==> config.mk <==
export PLATFORM = sky130hd
export DESIGN_NAME = tmr_io_dmr_reg
export DESIGN_NICKNAME = d
export VERILOG_FILES = /design/src/rtl/tmr_io_dmr_reg.sv
export SDC_FILE = /design/constraint.sdc
export NUM_CORES = 1
export LEC_CHECK = 0
export CORE_MARGIN = 2
export CORE_UTILIZATION = 42
export DETAILED_ROUTE_END_ITERATION = 12
export PLACE_DENSITY_LB_ADDON = 0.12
export SLEW_MARGIN = 30
export SYNTH_ARGS = -nofsm -noshare
export SYNTH_HDL_FRONTEND = slang
export SYNTH_SLANG_ARGS = --single-unit
==> constraint.sdc <==
create_clock -name clk_i -period 4.35 [get_ports clk_i]
set_input_delay 0.87 -clock clk_i [delete_from_list [all_inputs] [get_ports clk_i]]
set_output_delay 0.87 -clock clk_i [all_outputs]
set_load 0.005 [all_outputs]
==> src/rtl/tmr_io_dmr_reg.sv <==
// Register with DMR-protected state and TMR-facing IO: voted input, two parity-protected copies,
// repair FSM. Optional saturating error counter enabled by TMR_IO_DMR_REG_ERR_CNT_EN.
module tmr_io_dmr_reg #(
    parameter int unsigned DataWidth = 32,
    parameter int unsigned CntWidth  = 8
) (
    input  logic                 clk_i,
    input  logic                 rst_ni,
    input  logic [DataWidth-1:0] data_a_i,
    input  logic [DataWidth-1:0] data_b_i,
    input  logic [DataWidth-1:0] data_c_i,
    output logic [DataWidth-1:0] data_a_o,
    output logic [DataWidth-1:0] data_b_o,
    output logic [DataWidth-1:0] data_c_o,
    input  logic                 no_load_i,
    output logic                 in_err_o,
    output logic                 state_err_o,
    output logic                 fault_o,
    output logic [CntWidth-1:0]  err_cnt_o,
    input  logic                 err_cnt_clr_i,
    input  logic [DataWidth-1:0] reset_value_i
);

    typedef enum logic [1:0] {
        IDLE   = 2'd0,
        REPAIR = 2'd1,
        FAULT  = 2'd2
    } state_e;

    state_e               state_q, state_d;
    logic [DataWidth-1:0] q0_q, q0_d, q1_q, q1_d;
    logic                 p0_q, p0_d, p1_q, p1_d;
    logic                 state_err_q, fault_q;
    logic                 cnt_inc;

    logic [DataWidth-1:0] voted;
    logic [DataWidth-1:0] sel;
    logic                 ok0, ok1, differ, mis;

    // Input vote and state-health decode
    assign voted    = (data_a_i & data_b_i) | (data_b_i & data_c_i) | (data_a_i & data_c_i);
    assign in_err_o = (data_a_i != data_b_i) | (data_b_i != data_c_i);

    assign ok0    = ((^q0_q) == p0_q);
    assign ok1    = ((^q1_q) == p1_q);
    assign differ = (q0_q != q1_q);
    assign mis    = differ | !ok0 | !ok1;
    assign sel    = (!ok0 && ok1) ? q1_q : q0_q;

    assign data_a_o    = sel;
    assign data_b_o    = sel;
    assign data_c_o    = sel;
    assign state_err_o = state_err_q;
    assign fault_o     = fault_q;

    always_ff @(posedge clk_i) begin
        if (!rst_ni) begin
            state_q     <= IDLE;
            q0_q        <= reset_value_i;
            q1_q        <= reset_value_i;
            p0_q        <= ^reset_value_i;
            p1_q        <= ^reset_value_i;
            state_err_q <= 1'b0;
            fault_q     <= 1'b0;
        end else begin
            state_q     <= state_d;
            q0_q        <= q0_d;
            q1_q        <= q1_d;
            p0_q        <= p0_d;
            p1_q        <= p1_d;
            state_err_q <= mis;
            fault_q     <= (state_d == FAULT);
        end
    end

    // Next state: a load always wins and returns to IDLE; otherwise detect, repair, re-verify
    always_comb begin
        state_d = state_q;
        q0_d    = q0_q;
        q1_d    = q1_q;
        p0_d    = p0_q;
        p1_d    = p1_q;
        cnt_inc = 1'b0;

        if (!no_load_i) begin
            q0_d    = voted;
            q1_d    = voted;
            p0_d    = ^voted;
            p1_d    = ^voted;
            state_d = IDLE;
            cnt_inc = (state_q == IDLE) && mis;
        end else begin
            unique case (state_q)
                IDLE: begin
                    if (mis && (ok0 || ok1) && !(ok0 && ok1 && differ)) begin
                        q0_d    = sel;
                        q1_d    = sel;
                        p0_d    = ^sel;
                        p1_d    = ^sel;
                        state_d = REPAIR;
                        cnt_inc = 1'b1;
                    end else if (mis) begin
                        state_d = FAULT;
                        cnt_inc = 1'b1;
                    end
                end
                REPAIR: begin
                    if (mis) begin
                        state_d = FAULT;
                        cnt_inc = 1'b1;
                    end else begin
                        state_d = IDLE;
                    end
                end
                FAULT:   state_d = FAULT;
                default: state_d = FAULT;
            endcase
        end
    end

`ifdef TMR_IO_DMR_REG_ERR_CNT_EN
    logic [CntWidth-1:0] cnt_q;

    // Saturating event counter; clear beats a simultaneous increment
    always_ff @(posedge clk_i) begin
        if (!rst_ni) begin
            cnt_q <= '0;
        end else if (err_cnt_clr_i) begin
            cnt_q <= '0;
        end else if (cnt_inc && (cnt_q != {CntWidth{1'b1}})) begin
            cnt_q <= cnt_q + CntWidth'(1);
        end
    end

    assign err_cnt_o = cnt_q;
`else
    logic unused_cnt;
    assign unused_cnt = err_cnt_clr_i ^ cnt_inc;
    assign err_cnt_o  = '0;
`endif

endmodule
==> flow_summary.ini <==
[synth]
yosys_register_bits = 36
synthTopCellsByArea = edfxtp_1, ha_1, xnor2_1
yosysSeqAreaShare_pct = 25.6
ys.warnings.count = 0
synthFlopType = edfxtp_1
synth_enable_flop_cells = 33
yosysUniqueCellTypes = 19
syn_area_sq_um = 4110
netlist_top_cells_count = xnor2_1, buf_4, ha_1
synth_area_leader_cell = edfxtp_1
yosys.area.top_type_share_pct = 24.1
netlist_instances = 398
yosysMostFrequentCell = xnor2_1
avgSynthCellArea_sq_um = 10.3
async_flop_share_pct = 0

[clock_network]
post_cts_buffers = 0
clockBufferDepth = 2
clk-insertion-delay-late_ns = 0.28
htree_num_levels = 2
numCtsBuffers = 5
clkTransAtPathRegs_ns = 0.07
cts_num_sinks = 36
postCtsHoldBufs = 0
ctsResizeCount = 0
cts_tree = done
root_buffer = clkbuf_8

[final_layout]
drive_above_1_share_pct = 8.16
nets = 759
final_util_pct = 63.8
synthToLayoutAreaGrowth_pct = 49.5
num_antenna_cells = 0
layout.cells.non_filler = 697

[power_and_ir_drop]
p_sw_share_pct = 31.1
vdd_drop_max_uv = 161
clkPwrFrac_pct = 15.5
comb_power_share_pct = 57.3
p_leak_nw = 2.27
powerDensity_nw_per_um2 = 296
p_int_w = 0.00126
pwr-share-seq_pct = 27.1
p_sw_w = 0.000567

[critical_path]
crit_top_cell = clkdlybuf4s50_1
crit_family = simple AND/OR/NAND/NOR gates
end_kind = output port
criticalPathCategory = input pin to output port
path_cells = clkdlybuf4s50_1 > ha_1 > nor4_1 > nand4_1 > or4_1 > clkdlybuf4s50_1
cp-startpoint = data_c_i[9]
cp_num_buf_inv = 2
slowest_delay_ns = 0.51
startpoint_type = input pin
path_max_fanout = 2
cpMaxStageDelayCell = clkdlybuf4s50_1
worstPathRequired_ns = 3.48
crit_arrival_ns = 3.16
worstReg2RegStart = q1_q[10]

[placement]
io_buffers = 229
dp_cells = 689
post-place-ws_ns = 0.315
hpwl_microns = 9580
gp_congestion = 0.852

[job]
maxCapViolCount = 0

[timing]
slew_viol_final = 0
hold_slack_ns = 0.490
final-setup-viol-count = 0
skew_ns = 0.00474
timing.final.ws_setup_ns = 0.319
period_share_pct = 92.7
worst_slew_pin_slew_ns = 0.749
finalHoldViolations = 0
tns_ns = 0
fmaxAchievable_ghz = 0.248
slew_headroom_pct = 49.9
rsz0062_at_grt = false
period_minus_slack_ns = 4.03

[grt]
grt_pass1_vias = 3157
grt_max_degree = 69
antenna_found_initial = 0
grt_overflow = 0
grt_pass1_wl_microns = 15600
grt_usage_pct = 19.1

[die]
ios = 239
start_util_pct = 42.7
die_x_microns = 103
fp-row-count = 36
die_area_sq_um = 10600
fp.dieH_microns = 103
coreArea_sq_um = 9640

[drt]
wl_microns = 10500
vias_per_cell = 4.75
drc = 0
antenna_left = 0
dr.first_iter.drc_count = 77
vias = 3309
wl_per_cell_microns = 15.1
firstDrtPassIters = 4

[worst_hold_path]
hold_path_class = flop to flop
hp-start = state_q[1]

[outcome]
status = finished clean
## final timing paths
kind / end / slack [ns] / cells after the start
worst min register to register: fault_o / 0.49 / 1
worst min-delay path: fault_o / 0.49 / 1
worst max register to register: state_q[1] / 2.53 / 7
worst max-delay path: in_err_o / 0.32 / 6
## power groups by stage
stage / Clock, W / Combinational [W] / Sequential (W)
6_report: 0.000283 / 0.00105 / 0.000495
5_1_grt: 0.000302 / 0.00115 / 0.000505
4_1_cts: 0.000287 / 0.00107 / 0.000497
3_5_place_dp: 0 / 0.00106 / 0.000505
3_3_place_gp: 0 / 0.00104 / 0.000502
2_1_floorplan: 0 / 0.000691 / 0.000499
## logic make-up (layout without fill, tap and decap cells)
logic type      Yosys count  in the layout  synth area share (%)
fa+ha+maj                64             64                  19.5
buf+inv                  80            239                  13.9
other cells               1              8                0.0912
simple gates             56             56                  6.48
compound gates           67             67                  14.1
xor+xnor                 94             94                  20.4
flops                    36             36                  25.6
## final cells by class
class	count	area (sq um)
fill	851	3490
multi-input combinational	289	2520
timing repair buffer	231	2300
sequential	36	1050
tap	133	166
clock buffer	5	68.8
clock inverter	3	42.5
## cell usage in the layout, fill, tap and decap left out, types with 5 or more instances in the layout
cell type	instances
a211oi_2	31
a21oi_1	33
clkbuf_8	5
clkdlybuf4s50_1	228
conb_1	8
edfxtp_1	33
ha_1	64
nor2_1	33
nor4_1	16
xnor2_1	83
xor2_1	9
## state kept, by name (all words and copies together) (netlist names)
register / flops
state_q: 1
p1_q: 1
fault_o: 1
state_err_o: 1
q1_q: 32
## worst register-to-register path, stage by stage (launching register included)
cell and delay, ns:
edfxtp_1 0.45, xnor2_1 0.22, xnor2_1 0.11, xnor2_1 0.27, xnor2_1 0.14, xnor2_1 0.20
xnor2_1 0.12, o21ba_2 0.20
## layer usage
layer	GRT usage, %	share of wire (%)	vias up
met2	33.5	49	132
met1	24.3	42	1474
met3	2.78	6.6	16
li1	-	-	1687
met4	5.67	2.3	0
met5	0	0	-
## stage by stage
stage	power, W	instance area (sq um)
after floorplan	0.00119	4140
after global placement	0.00155	6040
after detailed placement	0.00157	6040
after CTS	0.00185	6150
after global routing	0.00196	6150
final	0.00182	6150
No activity file was read; power rests on OpenSTA's default activity.
==> edit 1, RTL diff (same flow settings) <==
Encoding of `state_e`: now one-hot (3 bits for 3 states).
--- a/src/rtl/tmr_io_dmr_reg.sv
+++ b/src/rtl/tmr_io_dmr_reg.sv
@@ -21,10 +21,10 @@
     input  logic [DataWidth-1:0] reset_value_i
 );
 
-    typedef enum logic [1:0] {
-        IDLE   = 2'd0,
-        REPAIR = 2'd1,
-        FAULT  = 2'd2
+    typedef enum logic [2:0] {
+        IDLE   = 3'b001,
+        REPAIR = 3'b010,
+        FAULT  = 3'b100
     } state_e;
 
     state_e               state_q, state_d;
Check against the original RTL: same outputs for any inputs over 4 cycles, from zero or initial values and one cycle with rst_ni low; so few cycles prove little.
==> edit 1 against the unedited design <==
- synthesized area down 1.1%
- design area down 1.2%
- setup slack about the same
- critical path depth unchanged
- clock power down 20%
- cell count up 0.14%
- routed wire length up 3.5%
- hold slack better by 0.044 ns
- power down 0.67%
- sequential cell count up 2
- clock skew up 0.00092 ns
- critical endpoint unchanged
==> edit 1: results (changes against the unedited design) <==
| Metric | Value |
|---|---|
| Status | completed |
| Ranking of synthesized cells by area | edfxtp_1, ha_1, xnor2_1, buf_4, a21oi_1 |
| Seq group | 520 uW (+5.1%) |
| Mean routed wirelength per cell | 15.55 um (+3.3%) |
| Cells on worst reg2reg path | 7 (unchanged) |
| DR pass1 iterations | 4 (unchanged) |
| Dpl cells | 690 (+0.15%) |
| Vias in the first global route | 3364 (+6.6%) |
| Largest net degree at the start of global routing | 48 (-30%) |
| Hold Startpoint | state_q[2] |
| Lkg Pwr | 2.261 nW (-0.53%) |
| Final #Nets | 764 (+0.66%) |
| Initial antenna violation count | 0 (unchanged) |
| Number of diodes | 0 (unchanged) |
| Share of cells above drive strength 1 | 3.866% (-4.3 points) |
| Hold path cells | 1 (unchanged) |
| Synth Area in Compound Gates | 12.15% (-2.0 points) |
| Avg Vias per Cell | 4.983 (+5.0%) |
| Root Buffer | clkbuf_8 |
| Post-synthesis mux area share | 0% (unchanged) |
| Min-delay worst type | reg2reg |
| Post-CTS Setup Bufs | 0 (unchanged) |
| Peak VDD IR | 0.1681 mV (+4.3%) |
| Least-Margin Pin Slew | 0.5754 ns (-0.1741 ns) |
| Post-CTS sizing | 0 (unchanged) |
| PD cells | 298.2 nW/um^2 (+0.57%) |
| Net Switching | 601.5 uW (+6.1%) |
| RD Place Congestion | 0.8380 (-1.6%) |
| Critical path origin | data_b_i[20] |
| Worst-path clk slew | 0.07 ns (about the same) |
| DP Area | 5989 um^2 (-0.77%) |
| P_clk | 226 uW (-20%) |
| Most frequent cells after synthesis | xnor2_1, buf_4, ha_1 |
| Worst-path maximum fanout | 2 (unchanged) |
| CTS buffer count | 5 (unchanged) |
| Xor/xnor cell area share of the yosys netlist | 20.65% (+0.26 points) |
| Tot GR Track Use | 20.31% (+1.2 points) |
| Largest regs | q1_q (32), state_q (3) |
| Ys async rst share | 0% (unchanged) |
| Clock Latency Late Sink | approximately 0.29 ns |
| Detailed placer's ending HPWL | 9816 um (+2.4%) |
| Routed WL | 10860 um (+3.5%) |
| Cell variety after synth | 20 (+1) |
| Worst Path Arrival | 3.16 ns (about the same) |
| Sequential area share after synthesis | 26.83% (+1.3 points) |
| Post-Syn Area per Cell | 10.12 um^2 (-2.1%) |
| Yosys Warn Count | 0 (unchanged) |
| First-pass GRT wire length | 16290 um (+4.4%) |
| Worst reg2reg path startpoint | q1_q[18] |
| Clk buf depth | 2 (unchanged) |
| Htree depth | 2 (unchanged) |
| Pre-CTS worst setup slack | 0.3597 ns (+0.04469 ns) |
| Adder-cell share of the synthesized area | 19.69% (+0.22 points) |
| Fin Clk Skew | 0.005662 ns (+0.0009178 ns) |
| Iter 0 DRT Violations | 82 (+6.5%) |
| PortBufs | 229 (unchanged) |
-- edit 1: changes by cell type after synthesis, sizes merged --
cell	unedited run	this run
o21ba	2	0
o311a	0	2
xnor2	85	86
dfxtp	3	5
o311ai	0	1
-- edit 1: path summary, 6_finish.rpt --
kind                 to  slack [ns]
max            in_err_o        0.32
min          state_q[0]        0.53
max reg2reg     fault_o        2.28
min reg2reg  state_q[0]        0.53
-- edit 1: routing by layer --
layer	global-route usage (%)	up-vias	routed length (um)
met4	5.641	0	184
li1	-	1708	-
met1	24.55	1605	4310
met3	3.146	12	801
met5	0	-	0
met2	37.30	153	5558
-- edit 1: layout make-up --
class                      instances  area (um^2)
fill                             795         3257
sequential                        38         1091
multi-input combinational        292         2435
timing repair buffer             231         2302
tap                              129        161.4
clock inverter                     2        8.758
clock buffer                       6        72.57
-- edit 1: worst max-delay path, cell delays in order --
cell and delay [ns]:
clkdlybuf4s50_1 0.51, ha_1 0.24, nor4_1 0.44, nand4_1 0.13
or4_1 0.48, clkdlybuf4s50_1 0.48
==> edit 2, RTL diff (same settings) <==
Made on the original files. Set the parameter `CntWidth` to 10 (it was 8).
--- a/src/rtl/tmr_io_dmr_reg.sv
+++ b/src/rtl/tmr_io_dmr_reg.sv
@@ -2,7 +2,7 @@
 // repair FSM. Optional saturating error counter enabled by TMR_IO_DMR_REG_ERR_CNT_EN.
 module tmr_io_dmr_reg #(
     parameter int unsigned DataWidth = 32,
-    parameter int unsigned CntWidth  = 8
+    parameter int unsigned CntWidth  = 10
 ) (
     input  logic                 clk_i,
     input  logic                 rst_ni,
Interface: changed (resized err_cnt_o); port bits go from 239 to 241. No check against the original RTL was run, so the function may have changed too.
==> edit 2 against the unedited design <==
- sequential cell count did not move
- setup slack got worse by 0.029 ns
- register-to-register slack got worse by 0.03 ns
- synthesized area rose by 0.37%
- routed wire length rose by 1.4%
- utilization fell by 0.22 points
- power fell by 3.4%
- design area fell by 0.35%
- combinational power barely moved
==> edit 2: results (changes against the unedited design) <==
| Metric | Value |
|---|---|
| Met2 Use GR | 33.82% (+0.30 points) |
| Least-Margin Pin Slew | 0.7045 ns (-0.04495 ns) |
| Met2 routed WL | 5250 um (+1.3%) |
| Hold_ws | 0.4928 ns (+0.003107 ns) |
| First-pass GRT wire length | 15870 um (+1.7%) |
| Vias in the first global route | 3218 (+1.9%) |
| DP Area | 6043 um^2 (+0.12%) |
| Iter 0 DRT Violations | 112 (+45%) |
| Ranking of synthesized cells by area | edfxtp_1, ha_1, xnor2_1, buf_4, a211oi_2 |
| Met3 routed WL | 797 um (+15%) |
| Slowest stage delay, CP | 0.59 ns (+0.08 ns) |
| Slowest CP cell | or4_1 |
| Met3 Usage GRT | 2.847% (+0.068 points) |
| Share of cells above drive strength 1 | 7.951% (-0.21 points) |
| Grt met1 use | 25.17% (+0.84 points) |
| Worst Path Arrival | 3.19 ns (+0.03 ns) |
| Fin Clk Skew | 0.001080 ns (-0.003665 ns) |
| Final #Nets | 761 (+0.26%) |
| Sequential area share after synthesis | 25.47% (-0.093 points) |
| Peak VDD IR | 0.1701 mV (+5.5%) |
| Most frequent cells after synthesis | xnor2_1, buf_4, ha_1 |
| Reg2Reg Setup Slack | 2.50 ns (-0.03 ns) |
| RD Place Congestion | 0.8766 (+2.9%) |
| Total number of vias | 3349 (+1.2%) |
| Detailed placer's ending HPWL | 9633 um (+0.53%) |
| Tot GR Track Use | 19.46% (+0.36 points) |
| Worst r2r dst | state_q[1] |
| Largest net degree at the start of global routing | 68 (-1.4%) |
| Power Internal | 1.195 mW (-4.8%) |
| Status | completed |
| Lkg Pwr | 2.271 nW (-0.10%) |
edit 2: layout make-up:
| type | instances | area, um^2 |
|---|---|---|
| fill | 855 | 3513 |
| multi-input combinational | 291 | 2524 |
| timing repair buffer | 231 | 2302 |
| sequential | 36 | 1051 |
| tap | 133 | 166.4 |
| clock buffer | 5 | 68.82 |
| clock inverter | 3 | 13.76 |
edit 2: cells by family (layout without fill, tap and decap cells):
family | count (synthesis) | after routing | share of synthesized area [%]
AND/OR/NAND/NOR | 56 | 56 | 6.459
AO/OA/AOI/OAI | 67 | 67 | 14.07
buffers and inverters | 82 | 239 | 14.19
other | 1 | 10 | 0.09088
adder cells (fa/ha/maj) | 64 | 64 | 19.41
flip-flops | 36 | 36 | 25.47
XOR/XNOR | 94 | 94 | 20.32
edit 2: metrics by stage:
stage,power (mW),instances,util (%),worst slack [ns]
6_report,1.761,699,63.55,0.2903
5_1_grt,1.892,699,63.55,0.1810
4_1_cts,1.790,699,63.55,0.2594
3_5_place_dp,1.566,691,62.69,0.2759
3_3_place_gp,1.549,691,62.69,0.2801
2_1_floorplan,1.192,409,-,1.451
edit 2: worst max path at each step:
stage | startpoint | to | slack (ns) | cells after the start
CTS | data_a_i[0] | in_err_o | 0.26 | 6
global placement | data_a_i[6] | in_err_o | 0.28 | 6
detailed placement | data_a_i[0] | in_err_o | 0.28 | 6
finish | data_a_i[0] | in_err_o | 0.29 | 6
floorplan | data_a_i[0] | in_err_o | 1.45 | 4
global route | data_a_i[17] | in_err_o | 0.18 | 6
edit 2: power by group through the flow:
stage	Clock (mW)	Combinational (mW)	Sequential, mW
after global routing	0.237	1.15	0.504
after floorplan	0	0.693	0.499
after CTS	0.226	1.07	0.496
final	0.220	1.05	0.494
after detailed placement	0	1.06	0.504
after global placement	0	1.05	0.501
